==> config.mk <==
export PLATFORM = sky130hd
export DESIGN_NAME = npu_tile_controller
export DESIGN_NICKNAME = d
export VERILOG_FILES = /design/src/rtl/npu_tile_controller.sv
export SDC_FILE = /design/constraint.sdc
export NUM_CORES = 1
export LEC_CHECK = 0
export CAP_MARGIN = 20
export CORE_ASPECT_RATIO = 1.25
export CORE_MARGIN = 3
export CORE_UTILIZATION = 50
export CTS_CLUSTER_DIAMETER = 80
export CTS_CLUSTER_SIZE = 12
export DETAILED_ROUTE_END_ITERATION = 12
export PLACE_DENSITY_LB_ADDON = 0.2
export SLEW_MARGIN = 5
export SYNTH_ARGS = -nofsm -noshare
export SYNTH_HDL_FRONTEND = slang
export SYNTH_SLANG_ARGS = --single-unit
==> constraint.sdc <==
create_clock -name clk -period 3 [get_ports clk]
set_input_delay 0.6 -clock clk [delete_from_list [all_inputs] [get_ports clk]]
set_output_delay 0.6 -clock clk [all_outputs]
set_load 0.005 [all_outputs]
==> src/rtl/npu_tile_controller.sv <==
// -----------------------------------------------------------------------------
// npu_tile_controller
//
// Tile sequencer for the NPU. It holds off PE-array compute until the data and
// weight loads from the AXI2NPU interface have completed. It then runs a
// fixed-length compute window, triggers the result-cache save, and waits for
// every result-cache channel to report its readout. This repeats for a
// programmable number of tiles. Load EOPs for the next tile are counted while
// the current tile computes or drains, so a prefetched tile can start one
// cycle after LOAD is entered.
//
// Optional feature (compile-time macro NPU_TILE_CTRL_WAIT_TIMEOUT_EN):
//   WAIT gives up after TIMEOUT_CYCLES cycles, forces DONE and sets the
//   sticky timeout_err_o flag. Without the macro, timeout_err_o is tied 0 and
//   WAIT waits indefinitely.
//
// Ports:
//   clk              clock
//   rst_n            asynchronous active-low reset
//   start_i          one-cycle job start, only honoured in IDLE
//   tile_num_i       number of tiles in the job, latched on an accepted start
//   wr_eop_data_i    data buffer write end-of-packet pulse
//   wr_eop_weight_i  weight buffer write end-of-packet pulse
//   rd_eop_i         per-channel result readout done pulses
//   clear_o          PE accumulator clear pulse (first EXEC cycle)
//   rd_sop_data_o    pe_control data read start pulse (first EXEC cycle)
//   rd_sop_weight_o  pe_control weight read start pulse (first EXEC cycle)
//   save_sop_o       result-cache save start pulse (SAVE cycle)
//   tile_done_o      one-cycle pulse when a tile's readout is complete
//   all_done_o       one-cycle pulse when the job is complete
//   busy_o           high in every state except IDLE
//   tile_idx_o       index of the current tile
//   ovf_o            sticky: an EOP arrived at a saturated counter
//   timeout_err_o    sticky: WAIT timed out (optional feature)
// -----------------------------------------------------------------------------
module npu_tile_controller #(
    parameter int unsigned DATA_EOPS      = 3,
    parameter int unsigned WEIGHT_EOPS    = 3,
    parameter int unsigned COMPUTE_CYCLES = 25,
    parameter int unsigned NUM_CH         = 8,
    parameter int unsigned TILE_W         = 8,
    parameter int unsigned TIMEOUT_CYCLES = 1024
) (
    input  logic              clk,
    input  logic              rst_n,
    input  logic              start_i,
    input  logic [TILE_W-1:0] tile_num_i,
    input  logic              wr_eop_data_i,
    input  logic              wr_eop_weight_i,
    input  logic [NUM_CH-1:0] rd_eop_i,
    output logic              clear_o,
    output logic              rd_sop_data_o,
    output logic              rd_sop_weight_o,
    output logic              save_sop_o,
    output logic              tile_done_o,
    output logic              all_done_o,
    output logic              busy_o,
    output logic [TILE_W-1:0] tile_idx_o,
    output logic              ovf_o,
    output logic              timeout_err_o
);

    localparam int unsigned DataCntW   = $clog2(DATA_EOPS + 1);
    localparam int unsigned WeightCntW = $clog2(WEIGHT_EOPS + 1);
    localparam int unsigned CycCntW    = $clog2(COMPUTE_CYCLES);

    localparam logic [DataCntW-1:0]   DataFull   = DataCntW'(DATA_EOPS);
    localparam logic [WeightCntW-1:0] WeightFull = WeightCntW'(WEIGHT_EOPS);
    localparam logic [CycCntW-1:0]    CycLast    = CycCntW'(COMPUTE_CYCLES - 1);

    typedef enum logic [5:0] {
        StIdle = 6'b000001,
        StLoad = 6'b000010,
        StExec = 6'b000100,
        StSave = 6'b001000,
        StWait = 6'b010000,
        StDone = 6'b100000
    } state_e;

    state_e              state_q, state_d;
    logic [TILE_W-1:0]   tile_num_q, tile_num_d;
    logic [TILE_W-1:0]   tile_idx_q, tile_idx_d;
    logic [DataCntW-1:0] dcnt_q, dcnt_d;
    logic [WeightCntW-1:0] wcnt_q, wcnt_d;
    logic [CycCntW-1:0]  cyc_q, cyc_d;
    logic [NUM_CH-1:0]   mask_q, mask_d;
    logic                ovf_q, ovf_d;
    logic                exec_sop_q, exec_sop_d;
    logic                save_sop_q, save_sop_d;
    logic                tile_done_q, tile_done_d;
    logic                all_done_q, all_done_d;
    logic                busy_q, busy_d;

    logic                data_full;
    logic                weight_full;
    logic [NUM_CH-1:0]   mask_next;

`ifdef NPU_TILE_CTRL_WAIT_TIMEOUT_EN
    localparam int unsigned TmoCntW = $clog2(TIMEOUT_CYCLES);
    localparam logic [TmoCntW-1:0] TmoLast = TmoCntW'(TIMEOUT_CYCLES - 1);

    logic [TmoCntW-1:0] tmo_cnt_q, tmo_cnt_d;
    logic               tmo_err_q, tmo_err_d;
`endif

    // Elaboration-constant parameter range checks (simulation only).
    always_comb begin
        assert (DATA_EOPS >= 1 && DATA_EOPS <= 15);
        assert (WEIGHT_EOPS >= 1 && WEIGHT_EOPS <= 15);
        assert (COMPUTE_CYCLES >= 2 && COMPUTE_CYCLES <= 1023);
        assert (NUM_CH >= 1 && TILE_W >= 1);
        assert (TIMEOUT_CYCLES >= 2);
    end

    assign data_full   = (dcnt_q == DataFull);
    assign weight_full = (wcnt_q == WeightFull);
    assign mask_next   = mask_q | rd_eop_i;

    always_comb begin
        state_d     = state_q;
        tile_num_d  = tile_num_q;
        tile_idx_d  = tile_idx_q;
        dcnt_d      = dcnt_q;
        wcnt_d      = wcnt_q;
        cyc_d       = cyc_q;
        mask_d      = mask_q;
        ovf_d       = ovf_q;
        exec_sop_d  = 1'b0;
        save_sop_d  = 1'b0;
        tile_done_d = 1'b0;
        all_done_d  = 1'b0;
`ifdef NPU_TILE_CTRL_WAIT_TIMEOUT_EN
        tmo_cnt_d   = tmo_cnt_q;
        tmo_err_d   = tmo_err_q;
`endif

        // Load EOPs are counted in every active state so the next tile can
        // prefetch; an EOP at a full counter is lost and flagged.
        if (state_q != StIdle) begin
            if (wr_eop_data_i) begin
                if (data_full) ovf_d = 1'b1;
                else           dcnt_d = dcnt_q + DataCntW'(1);
            end
            if (wr_eop_weight_i) begin
                if (weight_full) ovf_d = 1'b1;
                else             wcnt_d = wcnt_q + WeightCntW'(1);
            end
        end

        unique case (state_q)
            StIdle: begin
                if (start_i) begin
                    if (tile_num_i != '0) begin
                        state_d    = StLoad;
                        tile_num_d = tile_num_i;
                        tile_idx_d = '0;
                        dcnt_d     = '0;
                        wcnt_d     = '0;
                        ovf_d      = 1'b0;
`ifdef NPU_TILE_CTRL_WAIT_TIMEOUT_EN
                        tmo_err_d  = 1'b0;
`endif
                    end else begin
                        all_done_d = 1'b1;
                    end
                end
            end

            StLoad: begin
                if (data_full && weight_full) begin
                    state_d    = StExec;
                    exec_sop_d = 1'b1;
                    cyc_d      = '0;
                    // Counters restart for the next tile; an EOP on this edge
                    // already belongs to it and is not an overflow.
                    dcnt_d     = DataCntW'(wr_eop_data_i);
                    wcnt_d     = WeightCntW'(wr_eop_weight_i);
                    ovf_d      = ovf_q;
                end
            end

            StExec: begin
                if (cyc_q == CycLast) begin
                    state_d    = StSave;
                    save_sop_d = 1'b1;
                    cyc_d      = '0;
                    mask_d     = '0;
                end else begin
                    cyc_d = cyc_q + CycCntW'(1);
                end
            end

            StSave: begin
                // Readouts can complete as early as the save cycle itself.
                mask_d  = mask_next;
                state_d = StWait;
`ifdef NPU_TILE_CTRL_WAIT_TIMEOUT_EN
                tmo_cnt_d = '0;
`endif
            end

            StWait: begin
                mask_d = mask_next;
                if (&mask_next) begin
                    state_d     = StDone;
                    tile_done_d = 1'b1;
                end
`ifdef NPU_TILE_CTRL_WAIT_TIMEOUT_EN
                else if (tmo_cnt_q == TmoLast) begin
                    state_d     = StDone;
                    tile_done_d = 1'b1;
                    tmo_err_d   = 1'b1;
                end else begin
                    tmo_cnt_d = tmo_cnt_q + TmoCntW'(1);
                end
`endif
            end

            StDone: begin
                if (tile_idx_q == tile_num_q - TILE_W'(1)) begin
                    state_d    = StIdle;
                    all_done_d = 1'b1;
                end else begin
                    state_d    = StLoad;
                    tile_idx_d = tile_idx_q + TILE_W'(1);
                end
            end

            default: state_d = StIdle;
        endcase

        busy_d = (state_d != StIdle);
    end

    always_ff @(posedge clk or negedge rst_n) begin
        if (!rst_n) begin
            state_q     <= StIdle;
            tile_num_q  <= '0;
            tile_idx_q  <= '0;
            dcnt_q      <= '0;
            wcnt_q      <= '0;
            cyc_q       <= '0;
            mask_q      <= '0;
            ovf_q       <= 1'b0;
            exec_sop_q  <= 1'b0;
            save_sop_q  <= 1'b0;
            tile_done_q <= 1'b0;
            all_done_q  <= 1'b0;
            busy_q      <= 1'b0;
`ifdef NPU_TILE_CTRL_WAIT_TIMEOUT_EN
            tmo_cnt_q   <= '0;
            tmo_err_q   <= 1'b0;
`endif
        end else begin
            state_q     <= state_d;
            tile_num_q  <= tile_num_d;
            tile_idx_q  <= tile_idx_d;
            dcnt_q      <= dcnt_d;
            wcnt_q      <= wcnt_d;
            cyc_q       <= cyc_d;
            mask_q      <= mask_d;
            ovf_q       <= ovf_d;
            exec_sop_q  <= exec_sop_d;
            save_sop_q  <= save_sop_d;
            tile_done_q <= tile_done_d;
            all_done_q  <= all_done_d;
            busy_q      <= busy_d;
`ifdef NPU_TILE_CTRL_WAIT_TIMEOUT_EN
            tmo_cnt_q   <= tmo_cnt_d;
            tmo_err_q   <= tmo_err_d;
`endif
        end
    end

    assign clear_o         = exec_sop_q;
    assign rd_sop_data_o   = exec_sop_q;
    assign rd_sop_weight_o = exec_sop_q;
    assign save_sop_o      = save_sop_q;
    assign tile_done_o     = tile_done_q;
    assign all_done_o      = all_done_q;
    assign busy_o          = busy_q;
    assign tile_idx_o      = tile_idx_q;
    assign ovf_o           = ovf_q;

`ifdef NPU_TILE_CTRL_WAIT_TIMEOUT_EN
    assign timeout_err_o = tmo_err_q;
`else
    assign timeout_err_o = 1'b0;
`endif

endmodule

**Word-level counts from Yosys, hierarchy flattened**

Index checks and enable logic that the tools add are counted.

- Word-level logic and storage cells: 97
- Input bits: 21
- Flip-flop bits (word level): 45
- Output and inout bits: 17

- Bitwise gates (word level): 1
- Equal/unequal tests: 18
- $add $sub $neg: 5
- Multiplexer cells: 49
- Reduce and logical (&&, ||, !) cells: 11

Operators by type and width:

| kind | number |
|---|---|
| 6-bit one-hot mux with 6 select lines | 1 |
| 8-bit two-way mux | 4 |
| 8-bit one-hot mux with 2 select lines | 2 |
| 6-bit two-way mux | 5 |
| 2-bit two-way mux | 13 |
| 1-bit two-way mux | 17 |
| 2-bit inequality test, second input constant | 6 |
| 6-bit by 1-bit inequality test with 1-bit output, second input constant | 2 |
| 5-bit two-way mux | 2 |
| 5-bit one-hot mux with 2 select lines | 1 |
| 8-bit by 1-bit adder with 8-bit output, second input constant | 1 |
| 8-bit equality test | 1 |
| 8-bit OR | 1 |
| 2-bit one-hot mux with 2 select lines | 2 |
| 8-bit AND reduction | 1 |
| 8-bit nonzero test | 1 |
| 8-bit by 1-bit subtractor with 8-bit output, second input constant | 1 |
| 6-bit by 1-bit equality test with 1-bit output, second input constant | 1 |
| 6-bit by 2-bit equality test with 1-bit output, second input constant | 1 |
| 6-bit by 3-bit equality test with 1-bit output, second input constant | 1 |
| 6-bit by 4-bit equality test with 1-bit output, second input constant | 1 |
| 6-bit by 5-bit equality test with 1-bit output, second input constant | 1 |
| 6-bit equality test, second input constant | 1 |
| 2-bit nonzero test | 3 |
| other kinds (10) | 14 |

**Depth between registers and ports, before layout**

Gate-level depths: netlist (run 1).

- Word-level depth: 9
- Gate-level depth with buffers: 9

**Worst setup path before layout (run 1)**

No wires, ideal clock.

- Path type: register to register
- Start point: reg tile_num_q[0]
- End point: reg tile_idx_q[0], in the netlist tile_idx_o[0]
- Setup slack: 0.344 ns
- Buffers on the path: 1
- Setup time: 0.131 ns
- Arrival time: 2.525 ns
- Cell stages (with the launch flop): 8
- Path through: dfrtp_1 or4_4 or4_1 a2111o_1 a2111oi_4 buf_6 nor2_2 mux2i_1

- Cells in the longest elaborated chain, start to end: 4

RTL lines:

| element | RTL line | text |
|---|---|---|
| start, declared | 81 | `logic [TILE_W-1:0] tile_num_q, tile_num_d;` |
| start signal, assigned | 256 | `tile_num_q <= tile_num_d;` |
| 8-bit by 1-bit subtractor with 8-bit output | 220 | `if (tile_idx_q == tile_num_q - TILE_W'(1)) begin` |
| 8-bit equality test | 220 |  |
| 2-bit inequality test (no source line) | - |  |
| 4-bit AND reduction (no source line) | - |  |
| end signal, assigned | 257 | `tile_idx_q <= tile_idx_d;` |
| end, declared | 82 | `logic [TILE_W-1:0] tile_idx_q, tile_idx_d;` |

Every way passes these cells.
A chain may end at the register's enable or synchronous reset.

**Worst setup path in the final report (run 1)**

- Start point: reg tile_num_q[0]
- End point: reg tile_idx_q[5], in the netlist tile_idx_o[5]

The elaborated chain is that of the path after synthesis.

==> metrics.md, run 1 <==
| Metric | Value |
|---|---|
| Synth Net Count | 280 |
| Antenna viol nets, final | 0 |
| #FFs+latches synth | 45 |
| Die ar. | 5610 um^2 |
| # diodes | 0 |
| Clock Latency Late Sink | 0.30 ns |
| Fin util | 63.7% |
| RR Startpoint | tile_num_q[0] |
| Outcome | completed |
| GPL Wtd Cong | 0.822 |
| Clk sinks | 45 |
| Min Hold Slack | 0.455 ns |
| 1st-iter DRT viols | 123 |
| Max Cap Viol | 0 |
| PD cells | 648 nW/um^2 |
| Height of the die | 83.0 um |
| Final Hold Fails | 0 |
| Layout Skew | 0.00805 ns |
| Row cnt | 27 |
| Pin count of the biggest net entering global routing | 46 |
| Max Buffers Root-to-Sink | 2 |
| GRT overflow | 0 |
| First-pass DRT Iterations | 4 |
| End of the critical path | tile_idx_o[5] |
| Fin crit share | 92.0% |
| Register area share after synthesis | 47.5% |
| Inserted Clock Buffers | 5 |
| Synthesized instance count | 255 |
| Final setup viols | 0 |
| Setup TNS | 0 ns |
| Worst Reg-to-Reg Cells | 9 |
| DP HPWL | 3710 um |
| Leak Pwr | 1.24 nW |
| Endpoint class of the critical path | flip-flop |
| Routed Wire Length | 4990 um |
| Core area | 4490 um^2 |
| GRT Total Usage | 19.8% |
| Synth warn | 0 |
| Worst setup SP type | flip-flop |
| Starting Density | 52.8% |
| Critical R2R Capture | tile_idx_o[5] |
| Number of flops mapped to enable cells by yosys | 0 |
| Max Transition Viols Final | 0 |
| First-pass GRT wire length | 8670 um |
| Clk slew on worst S/H paths | 0.08 ns |
| Fmax | 362 MHz |
| Post-cts resize count | 0 |
| Port buffer count | 36 |
| Per-cell routed wire length | 14.2 um |
| Ys flop type | dfrtp_1 |
| TritonCTS clock tree | built |
| Post-synth ARST share | 100% |
| CTS H-tree depth | 2 |
| Peak VDD IR | 0.000353 V |
| Tmin final | 2.76 ns |
| Vias per cell | 5.64 |
| CP startpoint | tile_num_q[0] |
| NumNets Final | 317 |
| Reg2reg setup slack | 0.24 ns |
| RSZ-0062 raised after global routing | no |
| Filler cell count | 405 |
| Area after DPL | 2780 um^2 |
| DRC viols | 0 |
| Initial antenna violation count | 0 |
| Slew headroom | 35.1% |
| Synthesized area | 2370 um^2 |
| Slew @ Worst Pin | 0.974 ns |
| Total number of vias | 1981 |
| Root buf cell | clkbuf_8 |
| Ratio of cells with drive above 1 in the final layout | 6.83% |
| CP max FO | 8 |
| Hold_buf cts | 0 |
| Setup Fix Bufs, Post-CTS | 0 |
| Chip Width | 67.6 um |
| Crit path required time | 3.20 ns |
| Syn_area_per_cell | 9.30 um^2 |
| Ports | 38 |
| Design area | 2860 um^2 |
| Hold Path Class | in2async |
| CP arrival | 2.96 ns |
| Power, Total | 1.85 mW |
| Vias in the first global route | 1935 |
| Yosys cell types | 51 |
| Area added between synthesis and finish | 20.7% |
| Crit path kind | reg2reg |
[power by group]
part	total, mW	switching (mW)	internal (mW)
Clock	0.356	0.194	0.161
Sequential	0.828	0.115	0.713
Combinational	0.671	0.367	0.305
Total	1.85	0.676	1.18
[cell families (layout without fill, tap and decap cells)]
group,after synthesis,count (layout),share of synthesized area [%]
simple gates,112,112,24.1
compound gates,58,58,16.2
flops,45,45,47.5
buf+inv,19,57,3.80
xor+xnor,13,13,4.80
fa+ha+maj,4,4,2.11
mux,3,3,1.27
other cells,1,1,0.158
[metal layers]
layer / routed length [um] / GRT usage [%]
met1: 2170 / 25.0
met2: 2520 / 31.4
met3: 176 / 3.25
met4: 115 / 10.7
met5: 0 / 0
[cell usage after synthesis, drive strengths merged (4+ instances only)]
cell type  count  area, um^2
nor2          25        96.4
o211ai         4        30.0
clkbuf         6        22.5
nand3b         4        30.0
nor3           5        25.0
nand3         11        55.1
buf            6        41.3
o22ai          4        25.0
xnor2          7        61.3
a21oi         18        90.1
ha             4        50.1
dfrtp         44        1100
inv            7        26.3
or4            5        41.3
xor2           6        52.6
o21ai         13        65.1
nor4           5        31.3
nand2         34         128
o31ai          5        37.5
[worst max-delay path, cell delays in order (launching register included)]
cell and delay, ns:
dfrtp_1 0.42, inv_1 0.09, ha_1 0.21, or3b_2 0.47, o31a_1 0.26, a2111o_1 0.39, a2111oi_4 0.41, buf_4 0.22
o211ai_1 0.10, o31ai_1 0.09
[cell usage in the layout (no fill, tap or decap), drive strengths merged, types with 2 or more instances in the layout]
cell	Yosys	final
dfrtp	44	44
clkdlybuf4s50	0	35
nand2	34	34
nor2	25	25
a21oi	18	18
o21ai	13	13
nand3	11	11
inv	7	7
xnor2	7	7
buf	6	7
xor2	6	6
clkbuf	6	6
nor3	5	5
nor4	5	5
o31ai	5	5
or4	5	5
nand3b	4	4
o211ai	4	4
o22ai	4	4
ha	4	4
nand4b	3	3
a211oi	3	3
mux2i	3	3
nand4	3	3
and2	3	3
or3	3	3
and3	3	3
and4	2	2
clkinv	0	2
a2111oi	2	2
[sequential cells by signal, summed over array words and instances (netlist names)]
name,cells
all_done_o,1
busy_o,1
clear_o,1
cyc_q,5
dcnt_q,2
mask_q,8
ovf_o,1
save_sop_o,1
state_q,6
tile_done_o,1
tile_idx_o,8
tile_num_q,8
wcnt_q,2
[final cells by class]
cell class	instances	area, um^2	share of cell area [%]
tap	58	72.6	2.53
clock buffer	6	72.6	2.53
sequential	45	1130	39.4
inverter	7	26.3	0.918
multi-input combinational	191	1150	40.3
clock inverter	2	10.0	0.350
timing repair buffer	42	400	14.0
[worst min-delay path by stage]
stage               slack, ns       from  depth (start not counted)            end
finish                   0.45      rst_n                          1  tile_num_q[6]
global route             0.52      rst_n                          1  tile_num_q[6]
CTS                      0.49      rst_n                          1  tile_num_q[4]
floorplan                0.30      rst_n                          0     all_done_o
global placement         0.48  mask_q[5]                          2      mask_q[5]
detailed placement       0.49  mask_q[0]                          2      mask_q[0]
[stage by stage]
step | setup slack (ns) | std cells
finish | 0.241 | 351
global route | 0.0423 | 351
CTS | 0.183 | 351
detailed placement | 0.200 | 343
global placement | 0.261 | 343
floorplan | 0.344 | 255
(Power assumes the default switching activity.)
==> run 2: changes to the inputs <==
--- a/config.mk
+++ b/config.mk
@@ -10,7 +10,6 @@
 export CORE_MARGIN = 3
 export CORE_UTILIZATION = 50
 export CTS_CLUSTER_DIAMETER = 80
-export CTS_CLUSTER_SIZE = 12
 export DETAILED_ROUTE_END_ITERATION = 12
 export PLACE_DENSITY_LB_ADDON = 0.2
 export SLEW_MARGIN = 5
==> results of run 2 <==
Final layout, timing and power as in run 1 (identical DEF).
==> run 3: changes to the inputs <==
--- a/config.mk
+++ b/config.mk
@@ -11,7 +11,7 @@
 export CORE_UTILIZATION = 50
 export CTS_CLUSTER_DIAMETER = 80
 export DETAILED_ROUTE_END_ITERATION = 12
-export PLACE_DENSITY_LB_ADDON = 0.2
+export PLACE_DENSITY = 0.82
 export SLEW_MARGIN = 5
 export SYNTH_ARGS = -nofsm -noshare
 export SYNTH_HDL_FRONTEND = slang
==> run 3 against run 2 <==
  * Flip-flop and latch count unchanged
  * Clock skew down 0.0021 ns
  * Maximum frequency down 0.79%
  * Sequential share of layout area down 0.21 points
  * Worst setup slack worse by 0.022 ns
  * Critical path depth unchanged
  * Critical path type unchanged
  * Largest power group unchanged
  * Highest routed layer unchanged
==> metrics.md, run 3 (synthesized netlist as in run 1, its figures left out) <==
| Metric | Value |
|---|---|
| Outcome | completed |
| First-pass DRT Iterations | 4 (unchanged) |
| Leak Pwr | 1.24 nW (about the same) |
| Setup TNS | 0 ns (unchanged) |
| Row cnt | 27 (unchanged) |
| Vias in the first global route | 1964 (+1.5%) |
| PD cells | 681 nW/um^2 (+5.2%) |
| Fmax | 360 MHz (-0.79%) |
| Fin cells | 348 (-0.85%) |
| Clk sinks | 45 (unchanged) |
| Area after DPL | 2760 um^2 (-0.81%) |
| Core area | 4490 um^2 (unchanged) |
| Inserted Clock Buffers | 5 (unchanged) |
| RR Startpoint | tile_num_q[0] |
| Crit path kind | reg2reg |
| Total number of vias | 2017 (+1.8%) |
| GPL Wtd Cong | 0.829 (+0.89%) |
| Worst setup SP type | flip-flop |
| Crit path required time | 3.22 ns (+0.02 ns) |
| Area added between synthesis and finish | 21.4% |
| CP max FO | 11 (+3) |
| Endpoint class of the critical path | flip-flop |
| Starting Density | 52.8% (unchanged) |
| Height of the die | 83.0 um (unchanged) |
| Pin count of the biggest net entering global routing | 46 (unchanged) |
| Clk slew on worst S/H paths | 0.08 ns (about the same) |
| Chip Width | 67.6 um (unchanged) |
| Ports | 38 (unchanged) |
| Final Hold Fails | 0 (unchanged) |
| 1st-iter DRT viols | 114 (-7.3%) |
| Root buf cell | clkbuf_8 |
| Peak VDD IR | 0.000379 V (+7.4%) |
| Power, Total | 1.96 mW (+5.7%) |
| TritonCTS clock tree | built |
| # diodes | 0 (unchanged) |
| Max Transition Viols Final | 0 (unchanged) |
| Reg2reg setup slack | 0.22 ns (-0.02 ns) |
| Final setup viols | 0 (unchanged) |
| Max Cap Viol | 0 (unchanged) |
| Design area | 2880 um^2 (+0.52%) |
| Layout Skew | 0.00593 ns (-0.00212 ns) |
| Hold Path Class | in2async |
| GRT overflow | 0 (unchanged) |
| Commonest non-fill, non-tap cells in the layout | dfrtp_1, clkdlybuf4s50_1, nand2_1, nor2_1, a21oi_1 |
| Initial antenna violation count | 0 (unchanged) |
| Die ar. | 5610 um^2 (unchanged) |
| Fin crit share | 92.7% (+0.73 points) |
| RSZ-0062 raised after global routing | no |
| Critical R2R Capture | tile_idx_o[6] |
| Max Buffers Root-to-Sink | 2 (unchanged) |
| Port buffer count | 36 (unchanged) |
| CTS H-tree depth | 2 (unchanged) |
| Worst Reg-to-Reg Cells | 9 (unchanged) |
| Ratio of cells with drive above 1 in the final layout | 5.86% (-0.96 points) |
| Routed Wire Length | 5020 um (+0.68%) |
| GRT Total Usage | 19.4% (-0.35 points) |
| Per-cell routed wire length | 14.4 um (+1.5%) |
| Slew headroom | 35.2% (+0.11 points) |
| Slew @ Worst Pin | 0.973 ns (-0.00161 ns) |
| DRC viols | 0 (unchanged) |
| Clock Latency Late Sink | 0.29 ns (about the same) |
| First-pass GRT wire length | 8700 um (+0.39%) |
| CP arrival | 3.00 ns (+0.04 ns) |
| Commonest non-fill, non-tap cell in the layout | dfrtp_1 |
| Vias per cell | 5.80 (+2.7%) |
| DP HPWL | 3760 um (+1.4%) |
| NumNets Final | 314 (-0.95%) |
| Setup Fix Bufs, Post-CTS | 0 (unchanged) |
| Antenna viol nets, final | 0 (unchanged) |
| Tmin final | 2.78 ns (+0.0219 ns) |
| Inst Count DP | 340 (-0.87%) |
-- run 3: how the worst max path moves through the flow --
| stage | endpoint | slack, ns | startpoint | cells after the start |
|---|---|---|---|---|
| finish | tile_idx_o[6] | 0.22 | tile_num_q[0] | 9 |
| global placement | tile_idx_o[0] | 0.25 | tile_num_q[0] | 9 |
| floorplan | tile_idx_o[0] | 0.34 | tile_num_q[0] | 7 |
| CTS | tile_idx_o[6] | 0.18 | tile_num_q[0] | 9 |
| detailed placement | tile_idx_o[0] | 0.19 | tile_num_q[0] | 9 |
| global route | tile_idx_o[5] | 0.02 | tile_num_q[0] | 9 |
-- run 3: timing repair --
action                                  CTS  global route
hold buffers                              0             0
endpoints found under the setup margin    0             3
resized for setup                         0             1
-- run 3: through the flow --
step                      hold slack [ns]  utilization (%)  setup slack [ns]
after floorplan                     0.304                -             0.344
after global placement              0.478             61.4             0.248
after detailed placement            0.489             61.4             0.194
after CTS                           0.499             64.0             0.185
after global routing                0.529             64.0            0.0234
final                               0.455             64.0             0.219
-- run 3: power breakdown --
part	internal, mW	total, mW	switching, mW
Sequential	0.713	0.840	0.128
Clock	0.272	0.471	0.199
Combinational	0.288	0.649	0.362
Total	1.27	1.96	0.689
-- run 3: routing by layer --
layer  up-vias  GRT usage, %  share of wire [%]
met3        10          4.33                4.7
met5         -             0                  0
met4         0          5.35                1.7
met2        62          33.2                 52
li1        983             -                  -
met1       962          23.9                 42
-- run 3: critical path: stages (launching register included) --
cell and delay [ns]:
dfrtp_1 0.42, inv_1 0.08, ha_1 0.21, or3b_2 0.47
o31a_1 0.26, a2111o_1 0.38, a2111oi_4 0.45, buf_6 0.20
o31ai_1 0.08, a21oi_1 0.15
-- run 3: layout make-up --
type                            count  area [um^2]
Sequential cell                    45         1130
Tap cell                           58         72.6
Clock inverter                      1         30.0
Fill cell                         373         1620
Clock buffer                        7         86.3
Inverter                            7         26.3
Timing Repair Buffer               39          382
Multi-Input combinational cell    191         1150
